**config.mk**
```make
export PLATFORM = sky130hd
export DESIGN_NAME = servo_frame_scheduler
export DESIGN_NICKNAME = d
export VERILOG_FILES = /design/src/rtl/servo_pkg.sv /design/src/rtl/servo_slew_unit.sv /design/src/rtl/servo_frame_scheduler.sv
export SDC_FILE = /design/constraint.sdc
export NUM_CORES = 1
export LEC_CHECK = 0
export BUFFER_PORTS_ARGS = -buffer_cell sky130_fd_sc_hd__buf_2
export CAP_MARGIN = 30
export CORE_AREA = 3 3 155 188
export CTS_CLUSTER_SIZE = 8
export DETAILED_ROUTE_END_ITERATION = 6
export DIE_AREA = 0 0 158 191
export PLACE_DENSITY = 0.69
export SLEW_MARGIN = 10
export SYNTH_ARGS = -nofsm -noshare
export SYNTH_HDL_FRONTEND = slang
export SYNTH_HIERARCHICAL = 1
export SYNTH_SLANG_ARGS = --single-unit
```
**constraint.sdc**
```tcl
create_clock -name clk -period 4.21 [get_ports clk]
set_input_delay 0.6315 -clock clk [delete_from_list [all_inputs] [get_ports clk]]
set_output_delay 0.6315 -clock clk [all_outputs]
set_load 0.05 [all_outputs]
```
**src/rtl/servo_pkg.sv**
```systemverilog
// Shared types and helpers for the servo frame scheduler.
// Holds the sequencer states, position type and pulse-width math.
package servo_pkg;

    typedef enum logic [1:0] {
        IDLE,
        SLOT,
        TAIL
    } state_t;

    typedef logic [7:0] pos_t;

    localparam int RESET_POS_DEF = 128;

    function automatic int unsigned calc_width(
        input pos_t        pos,
        input int unsigned min_t,
        input int unsigned step_t
    );
        return min_t + 32'(pos) * step_t;
    endfunction

endpackage

```
**src/rtl/servo_slew_unit.sv**
```systemverilog
// Per-channel target/current position pair.
// Current position walks toward the target once per frame.
module servo_slew_unit
    import servo_pkg::*;
#(
    parameter int RESET_POS = RESET_POS_DEF
) (
    input  logic clk,
    input  logic rst_n,
    input  logic i_wr,
    input  pos_t i_pos,
    input  logic i_upd,
    input  pos_t i_slew,
    output pos_t o_cur,
    output logic o_at_target
);

    pos_t r_cur;
    pos_t r_tgt;
    pos_t w_up;
    pos_t w_dn;

    assign w_up = r_tgt - r_cur;
    assign w_dn = r_cur - r_tgt;

    // Step is clamped to the remaining distance, so no overshoot or wrap.
    always_ff @(posedge clk or negedge rst_n) begin
        if (!rst_n) begin
            r_cur <= 8'(RESET_POS);
            r_tgt <= 8'(RESET_POS);
        end else begin
            if (i_upd) begin
                if (r_tgt > r_cur) begin
                    r_cur <= (w_up > i_slew) ? r_cur + i_slew : r_tgt;
                end else if (r_tgt < r_cur) begin
                    r_cur <= (w_dn > i_slew) ? r_cur - i_slew : r_tgt;
                end
            end
            if (i_wr) begin
                r_tgt <= i_pos;
            end
        end
    end

    assign o_cur       = r_cur;
    assign o_at_target = (r_cur == r_tgt);

endmodule

```
**src/rtl/servo_frame_scheduler.sv**
```systemverilog
// Time-shared multi-channel servo PWM sequencer.
// One frame counter serves all channels; each gets a fixed slot.
module servo_frame_scheduler
    import servo_pkg::*;
#(
    parameter int NUM_CH      = 4,
    parameter int CH_W        = 2,
    parameter int FRAME_TICKS = 200000,
    parameter int SLOT_TICKS  = 25000,
    parameter int MIN_TICKS   = 10000,
    parameter int STEP_TICKS  = 40,
    parameter int SLEW_STEP   = 1,
    parameter int RESET_POS   = RESET_POS_DEF
) (
    input  logic              clk,
    input  logic              rst_n,
    input  logic              ena,
    input  logic              wr_valid,
    output logic              wr_ready,
    input  logic [CH_W-1:0]   wr_chan,
    input  pos_t              wr_pos,
    output logic              wr_err,
    output logic [NUM_CH-1:0] pwm_out,
    output logic              frame_start,
    output logic [NUM_CH-1:0] at_target
);

    localparam int SW = $clog2(SLOT_TICKS);
    localparam int WW = SW + 1;
    localparam int FW = $clog2(FRAME_TICKS);
    localparam bit NO_TAIL = (NUM_CH * SLOT_TICKS == FRAME_TICKS);
    localparam logic [SW-1:0]   SLOT_LAST  = SW'(SLOT_TICKS - 1);
    localparam logic [FW-1:0]   FRAME_LAST = FW'(FRAME_TICKS - 1);
    localparam logic [CH_W-1:0] CH_LAST    = CH_W'(NUM_CH - 1);
    localparam int unsigned     NCH_U      = NUM_CH;

    state_t            r_state;
    logic [FW-1:0]     r_frame_cnt;
    logic [SW-1:0]     r_slot_cnt;
    logic [CH_W-1:0]   r_ch_cnt;
    logic [NUM_CH-1:0] r_pwm;
    logic              r_fs;
    logic              r_err;

    logic              w_slot_end;
    logic              w_last_ch;
    logic              w_frame_end;
    logic              w_upd;
    logic              w_acc;
    logic              w_bad;
    logic [NUM_CH-1:0] w_pwm_nxt;
    pos_t              w_cur   [NUM_CH];
    logic [WW-1:0]     w_width [NUM_CH];

    assign w_slot_end = (r_slot_cnt == SLOT_LAST);
    assign w_last_ch  = (r_ch_cnt == CH_LAST);

    always_comb begin
        w_frame_end = 1'b0;
        unique case (1'b1)
            (r_state == SLOT): w_frame_end = w_slot_end && w_last_ch && NO_TAIL;
            (r_state == TAIL): w_frame_end = (r_frame_cnt == FRAME_LAST);
            default:           w_frame_end = 1'b0;
        endcase
    end

    // The edge that restarts a frame also slews; writes wait one cycle.
    assign w_upd    = ena && ((r_state == IDLE) || w_frame_end);
    assign wr_ready = !w_upd;
    assign w_acc    = wr_valid && wr_ready;
    assign w_bad    = (32'(wr_chan) >= NCH_U);

    for (genvar k = 0; k < NUM_CH; k++) begin : g_ch
        localparam logic [CH_W-1:0] KC = CH_W'(k);

        servo_slew_unit #(
            .RESET_POS (RESET_POS)
        ) u_slew (
            .clk         (clk),
            .rst_n       (rst_n),
            .i_wr        (w_acc && (wr_chan == KC)),
            .i_pos       (wr_pos),
            .i_upd       (w_upd),
            .i_slew      (8'(SLEW_STEP)),
            .o_cur       (w_cur[k]),
            .o_at_target (at_target[k])
        );

        assign w_width[k]   = WW'(calc_width(w_cur[k], MIN_TICKS, STEP_TICKS));
        assign w_pwm_nxt[k] = (r_ch_cnt == KC) && (WW'(r_slot_cnt) < w_width[k]);
    end

    always_ff @(posedge clk or negedge rst_n) begin
        if (!rst_n) begin
            r_state     <= IDLE;
            r_frame_cnt <= '0;
            r_slot_cnt  <= '0;
            r_ch_cnt    <= '0;
            r_pwm       <= '0;
            r_fs        <= 1'b0;
            r_err       <= 1'b0;
        end else begin
            r_fs  <= w_upd;
            r_err <= w_acc && w_bad;
            r_pwm <= '0;
            if (!ena) begin
                r_state     <= IDLE;
                r_frame_cnt <= '0;
                r_slot_cnt  <= '0;
                r_ch_cnt    <= '0;
            end else begin
                unique case (r_state)
                    IDLE: begin
                        r_state     <= SLOT;
                        r_frame_cnt <= '0;
                        r_slot_cnt  <= '0;
                        r_ch_cnt    <= '0;
                    end
                    SLOT: begin
                        r_pwm       <= w_pwm_nxt;
                        r_frame_cnt <= w_frame_end ? '0 : r_frame_cnt + 1'b1;
                        if (w_slot_end) begin
                            r_slot_cnt <= '0;
                            if (w_last_ch) begin
                                r_ch_cnt <= '0;
                                if (!NO_TAIL) begin
                                    r_state <= TAIL;
                                end
                            end else begin
                                r_ch_cnt <= r_ch_cnt + 1'b1;
                            end
                        end else begin
                            r_slot_cnt <= r_slot_cnt + 1'b1;
                        end
                    end
                    TAIL: begin
                        if (w_frame_end) begin
                            r_frame_cnt <= '0;
                            r_state     <= SLOT;
                        end else begin
                            r_frame_cnt <= r_frame_cnt + 1'b1;
                        end
                    end
                    default: r_state <= IDLE;
                endcase
            end
        end
    end

    assign pwm_out     = r_pwm;
    assign frame_start = r_fs;
    assign wr_err      = r_err;

endmodule

```
### Word-level counts from Yosys, hierarchy flattened

Cells that the tools add are included.

* reductions and logical operators: 26
* magnitude comparators: 20
* multipliers: 4
* multiplexer cells: 34
* add/sub/neg operators: 23
* equal/unequal tests: 19

Operator list (number)
* two-way mux 8 bit: 16
* > comparator 8 x 1 -> 1 bit (second input constant): 8
* subtractor 8 bit: 8
* adder 14 x 14 -> 15 bit (first input constant): 4
* < comparator 15 bit: 4
* multiplier 8 x 3 -> 11 bit (second input constant): 4
* two-way mux 18 bit: 2
* case mux 18 bit (2 select lines): 1
* adder 8 x 1 -> 8 bit (second input constant): 4
* equality test 8 bit: 4
* > comparator 8 bit: 4
* < comparator 8 bit: 4
* subtractor 8 x 1 -> 8 bit (second input constant): 4
* two-way mux 15 bit: 2
* case mux 15 bit (2 select lines): 1
* adder 18 x 1 -> 18 bit (second input constant): 1
* equality test 18 bit (second input constant): 1
* adder 15 x 1 -> 15 bit (second input constant): 1
* equality test 15 bit (second input constant): 1
* two-way mux 2 bit: 7
* equality test 2 bit (second input constant): 5
* logical AND 1 bit: 10
* AND reduction 2 bit: 5
* inequality test 3 bit (second input constant): 3
* other kinds (14): 22

* bits of input ports: 14
* output and inout bits: 11
* register bits: 106
* logic and storage cells: 140

### Depth between registers and ports, before layout

Gate-level depths: netlist (run 1).

* word-level depth: 7
* depth in mapped cells: 18

### Cells and area by module

The synthesis (run 1) kept the hierarchy.

By module, submodules not included
* servo_slew_unit (g_ch[1].u_slew ...): cells each 281, area an instance 2367.3 um^2, instances 3, seq. area each 402.9 um^2
* servo_frame_scheduler: cells each 614, area an instance 5251.3 um^2, instances 1, seq. area each 1051.0 um^2
* servo_slew_unit (g_ch[0].u_slew): cells each 288, area an instance 2419.8 um^2, instances 1, seq. area each 402.9 um^2

### Least setup slack after synthesis (run 1)

No wires, ideal clock.

* path type: reg-to-reg
* start point: reg r_state[0]
* end point: reg g_ch[0].u_slew.r_tgt[0]
* cell stages (with the launch flop): 10
* arrival time: 3.360 ns
* path slack: 0.719 ns
* clock period less this slack: 3.491 ns
* path buffers: 1
* library setup time: 0.131 ns
* cell sequence: dfrtp_1 -> inv_1 -> ha_1 -> and4b_1 -> nand3_1 -> nor2_1 -> o21ai_0 -> nor4bb_1 -> clkbuf_1 -> o21ai_0

* word-level cells in the longest chain between the ends: 7
* elaborated cells between the ends (all ways): 8
* those cells by class: 1 x eq/ne; 1 x mux; 6 x reduce/logical

Ends and longest elaborated chain
* start, declared: line servo_frame_scheduler.sv:37 `state_t r_state;`
* start signal, assigned: line servo_frame_scheduler.sv:95 `r_state <= IDLE;`
* start signal, assigned: line servo_frame_scheduler.sv:107 `r_state <= IDLE;`
* start signal, assigned: line servo_frame_scheduler.sv:114 `r_state <= SLOT;`
* equality test 2 bit: line servo_frame_scheduler.sv:62 `(r_state == TAIL): w_frame_end = (r_frame_cnt == FRAME_LAST);`
* two-way mux 1 bit: line servo_frame_scheduler.sv:60 `unique case (1'b1)`
* logical OR 1 bit (*): line servo_frame_scheduler.sv:68 `assign w_upd = ena && ((r_state == IDLE) || w_frame_end);`
* logical AND 1 bit (*): line servo_frame_scheduler.sv:68
* zero test 1 bit (*): line servo_frame_scheduler.sv:69 `assign wr_ready = !w_upd;`
* net wr_ready: line servo_frame_scheduler.sv:19 `output logic wr_ready,`
* logical AND 1 bit (*): line servo_frame_scheduler.sv:70 `assign w_acc = wr_valid && wr_ready;`
* logical AND 1 bit (*): line servo_frame_scheduler.sv:81 `.i_wr (w_acc && (wr_chan == KC)),`
* end signal, assigned: line servo_slew_unit.sv:30 `r_tgt <= 8'(RESET_POS);`
* end signal, assigned: line servo_slew_unit.sv:40 `r_tgt <= i_pos;`
* end, declared: line servo_slew_unit.sv:19 `pos_t r_tgt;`

Mark *: on every way through the listed nets, which the timed path passes. The rest lies on a longest branch.
A chain may end at the register's enable or synchronous reset.

### Final worst setup path (run 1)

* start point: reg g_ch[2].u_slew.r_cur[1]
* end point: reg g_ch[2].u_slew.r_cur[3]

* word-level cells in the longest chain between the ends: 5
* elaborated cells between the ends (all ways): 14
* those cells by class: 4 x add/sub; 4 x order compare; 4 x mux; 2 x reduce/logical

Ends and longest elaborated chain
* start, declared: line servo_slew_unit.sv:18 `pos_t r_cur;`
* start signal, assigned: line servo_slew_unit.sv:29 `r_cur <= 8'(RESET_POS);`
* start signal, assigned: line servo_slew_unit.sv:34 `r_cur <= (w_up > i_slew) ? r_cur + i_slew : r_tgt;`
* start signal, assigned: line servo_slew_unit.sv:36 `r_cur <= (w_dn > i_slew) ? r_cur - i_slew : r_tgt;`
* subtractor 8 bit: line servo_slew_unit.sv:24 `assign w_dn = r_cur - r_tgt;`
* > comparator 8 x 1 -> 1 bit: line servo_slew_unit.sv:36
* two-way mux 8 bit: line servo_slew_unit.sv:36
* two-way mux 8 bit: line servo_slew_unit.sv:35 `end else if (r_tgt < r_cur) begin`
* two-way mux 8 bit: line servo_slew_unit.sv:33 `if (r_tgt > r_cur) begin`

Parallel ways exist; a longest one is shown, timed or not. The select of a mux whose other input is x is not followed.

==> results.md, run 1 <==
* HPWL after detailed placement at 29,100 um
* Initial Util at 53.6%
* Cells after Synth at roughly 1.7k
* Drt first-iter violations at 487
* Crit-path max cell delay at between 500 and 600 ps
* Via count at 12.6k
* Clk sink count at 106
* First-pass GRT wire length at 61,300 um
* Finished Core Util at a little under three fifths
* Area Overhead vs Synth at 5.68%
* DRT Wirelength at approximately 37,000 um
* H-tree depth at 3
* Outcome: complete, no violations
* CTS root buf: clkbuf_16
* Hold_buf cts at 0
* Setup Crit Path Kind: flop to flop
* Main synth FF type: dfrtp_1
* Worst Setup End Kind: flop
* Post-Synthesis Cell Area at 14,800 um^2
* Ant diodes at 0
* Share of layout cells above drive strength 1 at 7.91%
* TritonCTS Buffers at 9
* GP Congestion at 0.908
* Fmax at 0.258 GHz
* Filler instances at 2,561
* Die extent in y at 191 um
* WP data required at 4430 ps
* Worst EP arrival at 4090 ps
* CP max-delay cell: dfrtp_1
* Clock Tree Buf Depth at 2
* Clock skew at 12.4 ps
* Post-route antenna net violation count at 0
* Net count, final at ~2.1k
* Register area at roughly 2700 um^2
* Max-cap violations at 0
* Pins over their slew limit at 0
* Worst slew margin at 44.3%
* RSZ-0062 raised after global routing: no
* Final WS setup at 338 ps
* Flops & latches, synth at 106
* Setup Buffers After CTS at 0
* Top delay family on crit path: compound AO/OA/AOI/OAI gates
* Crit path launch type: flop
* Ports at 25
* Yosys Warn Count at 6
* Placement Setup Slack at ~350 ps
* Largest net degree at the start of global routing at 56
* Port Buffers at 23
* Core area at 27,600 um^2
* Reg clk slew, reported paths at ~80 ps
* Die width at between 150 and 200 um
* CP Buf/Inv Count at 1
* Commonest cells after routing, fill and taps aside: ha_1, inv_1, a21oi_1
* Initial antenna violation count at 0
* Ys async rst share at 100%
* TritonRoute pass-1 iters at 5
* Multi-input gate area at 11,300 um^2
* Crit path max fanout at 10
* TritonCTS clock tree: built
* DRC Markers at 0
* Netlist cell types at 91
* Vias per cell at about 5.8
* DR WL/cell at 17.0 um
* Global route overflow at 0
* Total Routing Usage GR at 24.8%
* Worst-margin pin slew at 828 ps
* Vias in the first global route at roughly 13k
* EDFF count, synth at 0
* Post-layout minimum cycle time at 3870 ps
* Period utilization at 92.0%
* CP cell instances: inv_1 > ha_1 > a21oi_1 > o21bai_1 > a21oi_1 > nor2_1 > nor2_1 > xnor2_1 > ha_1 > nand4_1 > a211oi_2 > o21ai_4 > and2_4 > a221oi_1 > o21ai_0
* Worst-Skew Late Latency at 370 ps
* Worst min-delay path class: primary input to asynchronous set/reset pin
* Synthesized area per cell at 8.47 um^2
* Cell Rows at between 60 and 70
* # setup viols final at 0
* Endpoints failing hold at 0
* Post-Route Setup TNS at 0 ps
* DIE AREA at 30,200 um^2
* Commonest non-fill, non-tap cell in the layout: ha_1
* Sequential area share after synthesis at 18.0%
[flip-flops by register name, indices dropped and copies added (netlist names)]
| signal | count |
|---|---|
| frame_start | 1 |
| g_ch.u_slew/o_cur | 32 |
| g_ch.u_slew/r_tgt | 32 |
| pwm_out | 4 |
| r_ch_cnt | 2 |
| r_frame_cnt | 18 |
| r_slot_cnt | 15 |
| r_state | 2 |
[synth_stat cells, types with 12 or more instances]
library cell / n / area [um^2]
a31oi_1: 24 / 150
o21bai_1: 18 / 135
xnor2_1: 72 / 631
clkbuf_1: 15 / 56.3
buf_4: 17 / 128
a21oi_2: 16 / 140
a21oi_1: 141 / 706
nand2_1: 106 / 398
nand3_1: 53 / 265
o211ai_1: 19 / 143
nand4_1: 38 / 238
nand2b_1: 23 / 144
nor2b_1: 27 / 169
a21o_1: 55 / 413
o21ai_0: 99 / 495
nor3_1: 36 / 180
xor2_1: 30 / 263
fa_1: 20 / 400
buf_6: 16 / 180
ha_1: 282 / 3530
o21ai_1: 12 / 60.1
nor3b_1: 12 / 90.1
buf_2: 12 / 60.1
nor4_1: 12 / 75.1
inv_1: 170 / 638
dfrtp_1: 98 / 2450
nor2_1: 83 / 312
and3_1: 15 / 93.8
o21a_1: 16 / 120
[per-stage QoR]
step / cells / area [um^2] / hold WS [ps]
after floorplan: 1817 / 15000 / 336
after global placement: 2134 / 15300 / 465
after detailed placement: 2135 / 15300 / 491
after CTS: 2151 / 15600 / 347
after global routing: 2153 / 15600 / 382
final: 2153 / 15600 / 311
[cell families after synthesis]
kind of cell	synth area share, %
mux	0.923
other cells	0.0508
simple gates	16.6
fa+ha+maj	26.6
flops	18.0
xor+xnor	6.05
compound gates	24.6
buf+inv	7.24
[area by class of cell]
type                            instances  share of cell area [%]
Clock buffer                            9                    1.44
Sequential cell                       106                    17.1
Timing Repair Buffer                   36                    1.51
Multi-Input combinational cell       1479                    72.5
Clock inverter                          7                   0.633
Inverter                              171                    4.11
Tap cell                              345                    2.76
[worst register-to-register path, stage by stage, from the launching register on]
cell and delay, ps:
dfrtp_1 590, inv_1 250, ha_1 400, a21oi_1 90, o21bai_1 350, a21oi_1 130, nor2_1 110, nor2_1 60
xnor2_1 120, ha_1 320, nand4_1 160, a211oi_2 390, o21ai_4 150, and2_4 210, a221oi_1 310, o21ai_0 110
[path summary, 6_finish.rpt]
kind,start,end,slack (ps),cells past startpoint
min in group clk,r_frame_cnt[17],r_frame_cnt[17],490,1
setup reg to reg,g_ch[2].u_slew/o_cur[1],g_ch[2].u_slew/o_cur[3],340,15
setup / recovery,g_ch[2].u_slew/o_cur[1],g_ch[2].u_slew/o_cur[3],340,15
hold reg to reg,r_frame_cnt[17],r_frame_cnt[17],490,1
hold / removal,rst_n,r_frame_cnt[10],310,1
max in group asynchronous,rst_n,g_ch[0].u_slew/r_tgt[7],3100,2
[metal layers]
metal	vias up	routed length (um)	global-route usage, %
met5	-	0	0
met4	0	1460	10.3
met2	241	17700	42.9
met1	5924	16200	31.4
met3	79	1250	2.58
li1	6351	-	-
[timing repair]
| action | 4_1_cts | 5_1_grt |
|---|---|---|
| hold endpoints to repair | 0 | 0 |
| gates resized for setup | 0 | 1 |
| setup endpoints to repair | 0 | 1 |
Power of run 1 is left out: the tool's default activity adds up to more than one toggle a clock period on the data nets, which glitch-free logic cannot reach.
==> run 2, diff against run 1 <==
- ABC_AREA: not set -> 1
- CORE_AREA: 3 3 155 188 -> 3 3 162 195
- DIE_AREA: 0 0 158 191 -> 0 0 165 198
==> run 2 against run 1 <==
Sequential share of layout area shrank 1.5 points. Register-to-register slack better by 230 ps. Worst setup slack improved by 230 ps. Synthesized area is 8.3% higher. Maximum frequency grew 6.2%. Largest cell class unchanged. Highest routed layer unchanged.
==> results.md, run 2 <==
* Outcome: complete, no violations
* Largest net degree at the start of global routing at 47
* Post-cts sizing count at 0
* Core area at 29,800 um^2
* # setup viols final at 0
* Hold_buf cts at 0
* DR WL met2 at about 21,000 um
* RSZ-0062 raised after global routing: no
* TritonCTS clock tree: built
* Most numerous cell in the Yosys netlist: nand2_1
* Vias per cell at 5.32
* Die extent in y at 198 um
* Reg clk slew, reported paths at 80 ps
* Via count at 15.3k
* Die width at 165 um
* Setup Crit Path Kind: flop to flop
* Flops & latches, synth at 106
* Worst r2r src: g_ch[3].u_slew/o_cur[1]
* Multi-input gate area at 12,100 um^2
* Clock skew at 17.7 ps
* R2r setup slk at between 500 and 600 ps
* EDFF count, synth at 0
* Netlist cell types at 49
* Period utilization at roughly 87%
* Post-route antenna net violation count at 0
* Register area at 2660 um^2
* Cells after Synth at 2,399
* Top cell type's share of synthesized area at between 20% and 30%
* TritonCTS Buffers at 9
* Synthesized area per cell at ~6.7 um^2
* Post-synth top cells: nand2_1, inv_1, ha_1
* Area Overhead vs Synth at 6.62%
* Fmax at 0.274 GHz
* CTS root buf: clkbuf_16
* Commonest non-fill, non-tap cell in the layout: nand2_1
* Critical Path Start: g_ch[3].u_slew/o_cur[1]
* DIE AREA at 32,700 um^2
* Worst-Skew Late Latency at 370 ps
* Drt first-iter violations at 866
* TritonRoute pass-1 iters at 6
* First-pass GRT wire length at 70,700 um
* Initial antenna violation count at 0
* Share of layout cells above drive strength 1 at 5.86%
* R2R cell count at 17
* DRC Markers at 0
* Crit path max fanout at 10
* WP data required at 4510 ps
* Clk sink count at ~110
* Ports at 25
* GP Congestion at 0.918
* Pins over their slew limit at 0
* Worst setup path endpoint: g_ch[3].u_slew/o_cur[5]
* Largest cells by area after synthesis: ha_1, nand2_1, dfrtp_1
* Filler instances at 2,946
* Setup Buffers After CTS at 0
* Clock Tree Buf Depth at 2
* Port Buffers at 23
* Worst EP arrival at 3950 ps
* H-tree depth at 3
* Worst slew margin at 41.8%
* Global route overflow at 0
* Area leader, netlist: ha_1
* Commonest cells after routing, fill and taps aside: nand2_1, inv_1, ha_1
* Main synth FF type: dfrtp_1
* Ant diodes at 0
* Post-layout minimum cycle time at between 3000 and 4000 ps
* Metal-1 WL at 18,200 um
* Post-Synthesis Cell Area at ~16,000 um^2
* Ys async rst share at 100%
* Vias in the first global route at 15.0k
* Net count, final at 2,804
* Sequential area share after synthesis at 16.6%
* Worst r2r dst: g_ch[3].u_slew/o_cur[5]
* HPWL after detailed placement at 34,600 um
* Worst Setup End Kind: flop
* DR top layer: met4
* Yosys Warn Count at 6
* DRT Wirelength at 42,600 um
* Crit path launch type: flop
* Post-Route Setup TNS at 0 ps
* Endpoints failing hold at 0
* Worst-margin pin slew at 870 ps
* DR WL/cell at 14.8 um
* Cell Rows at slightly below 70
* Initial Util at 53.7%
* Total Routing Usage GR at 26.4%
* Max-cap violations at 0
* Routed wl met3 at 1600 um
* Worst min-delay path class: primary input to asynchronous set/reset pin
[run 2: cell count changes in the layout (fill, tap and decap cells not counted), moves of 27 or more]
cell,before,now
nor2b_1,27,0
nor2_1,83,134
inv_1,170,326
nand2_1,106,775
xnor2_1,72,30
a21o_1,55,12
xor2_1,30,69
nand3_1,53,216
[run 2: cells by family after synthesis]
| logic type | Yosys count | synth area share, % |
|---|---|---|
| and+or+nand+nor | 1254 | 34.5 |
| xor gates and xnor gates | 99 | 5.42 |
| adders and majority gates | 302 | 24.5 |
| muxes | 4 | 0.281 |
| buffers and inverters | 379 | 9.64 |
| AOI/OAI and AO/OA | 253 | 8.93 |
| other | 2 | 0.0469 |
| DFF | 106 | 16.6 |
[run 2: metal layers]
metal  vias up  global-route usage [%]
met5         -                       0
met1      7030                    31.0
met2       350                    48.3
met3       114                    3.01
met4         0                    10.7
li1       7855                       -
[run 2: worst min path at each step]
stage / end / slack (ps) / cells past startpoint
3_3_place_gp: g_ch[2].u_slew/o_cur[7] / 520 / 2
4_1_cts: r_frame_cnt[10] / 280 / 1
3_5_place_dp: g_ch[2].u_slew/o_cur[7] / 520 / 2
2_1_floorplan: frame_start / 340 / 0
5_1_grt: r_frame_cnt[10] / 300 / 1
6_report: r_frame_cnt[10] / 270 / 1
[run 2: worst max-delay path, stage by stage, from the launching register on]
cell and delay, ps:
dfrtp_1 620, inv_1 230, ha_1 370, nand2_1 70, o21ai_0 450, nand3_1 130, nand2_1 100, xor2_1 180
ha_1 270, a21oi_1 150, nor2_1 60, nor2_1 160, nand2_1 190, nand2_1 260, nand2_1 110, nand3_1 100
nand3_1 80, nand2_1 70
[run 2: final cells by class]
cell class | count | share of cell area, %
inverter | 350 | 7.88
multi-input combinational | 1985 | 70.7
clock buffer | 9 | 1.32
clock inverter | 7 | 0.374
timing repair buffer | 36 | 1.26
sequential | 106 | 15.6
tap | 390 | 2.86
[run 2: per-stage QoR]
stage | std cells | hold WS, ps | setup WS, ps | utilization (%) | instance area (um^2)
6_report | 2883 | 268 | 564 | 57.3 | 17100
5_1_grt | 2883 | 304 | 251 | 57.3 | 17100
4_1_cts | 2883 | 283 | 616 | 57.3 | 17100
3_5_place_dp | 2867 | 523 | 657 | 56.3 | 16800
3_3_place_gp | 2867 | 522 | 725 | 56.3 | 16800
2_1_floorplan | 2470 | 336 | 1230 | - | 16300
Power of run 2 is left out for the same reason.
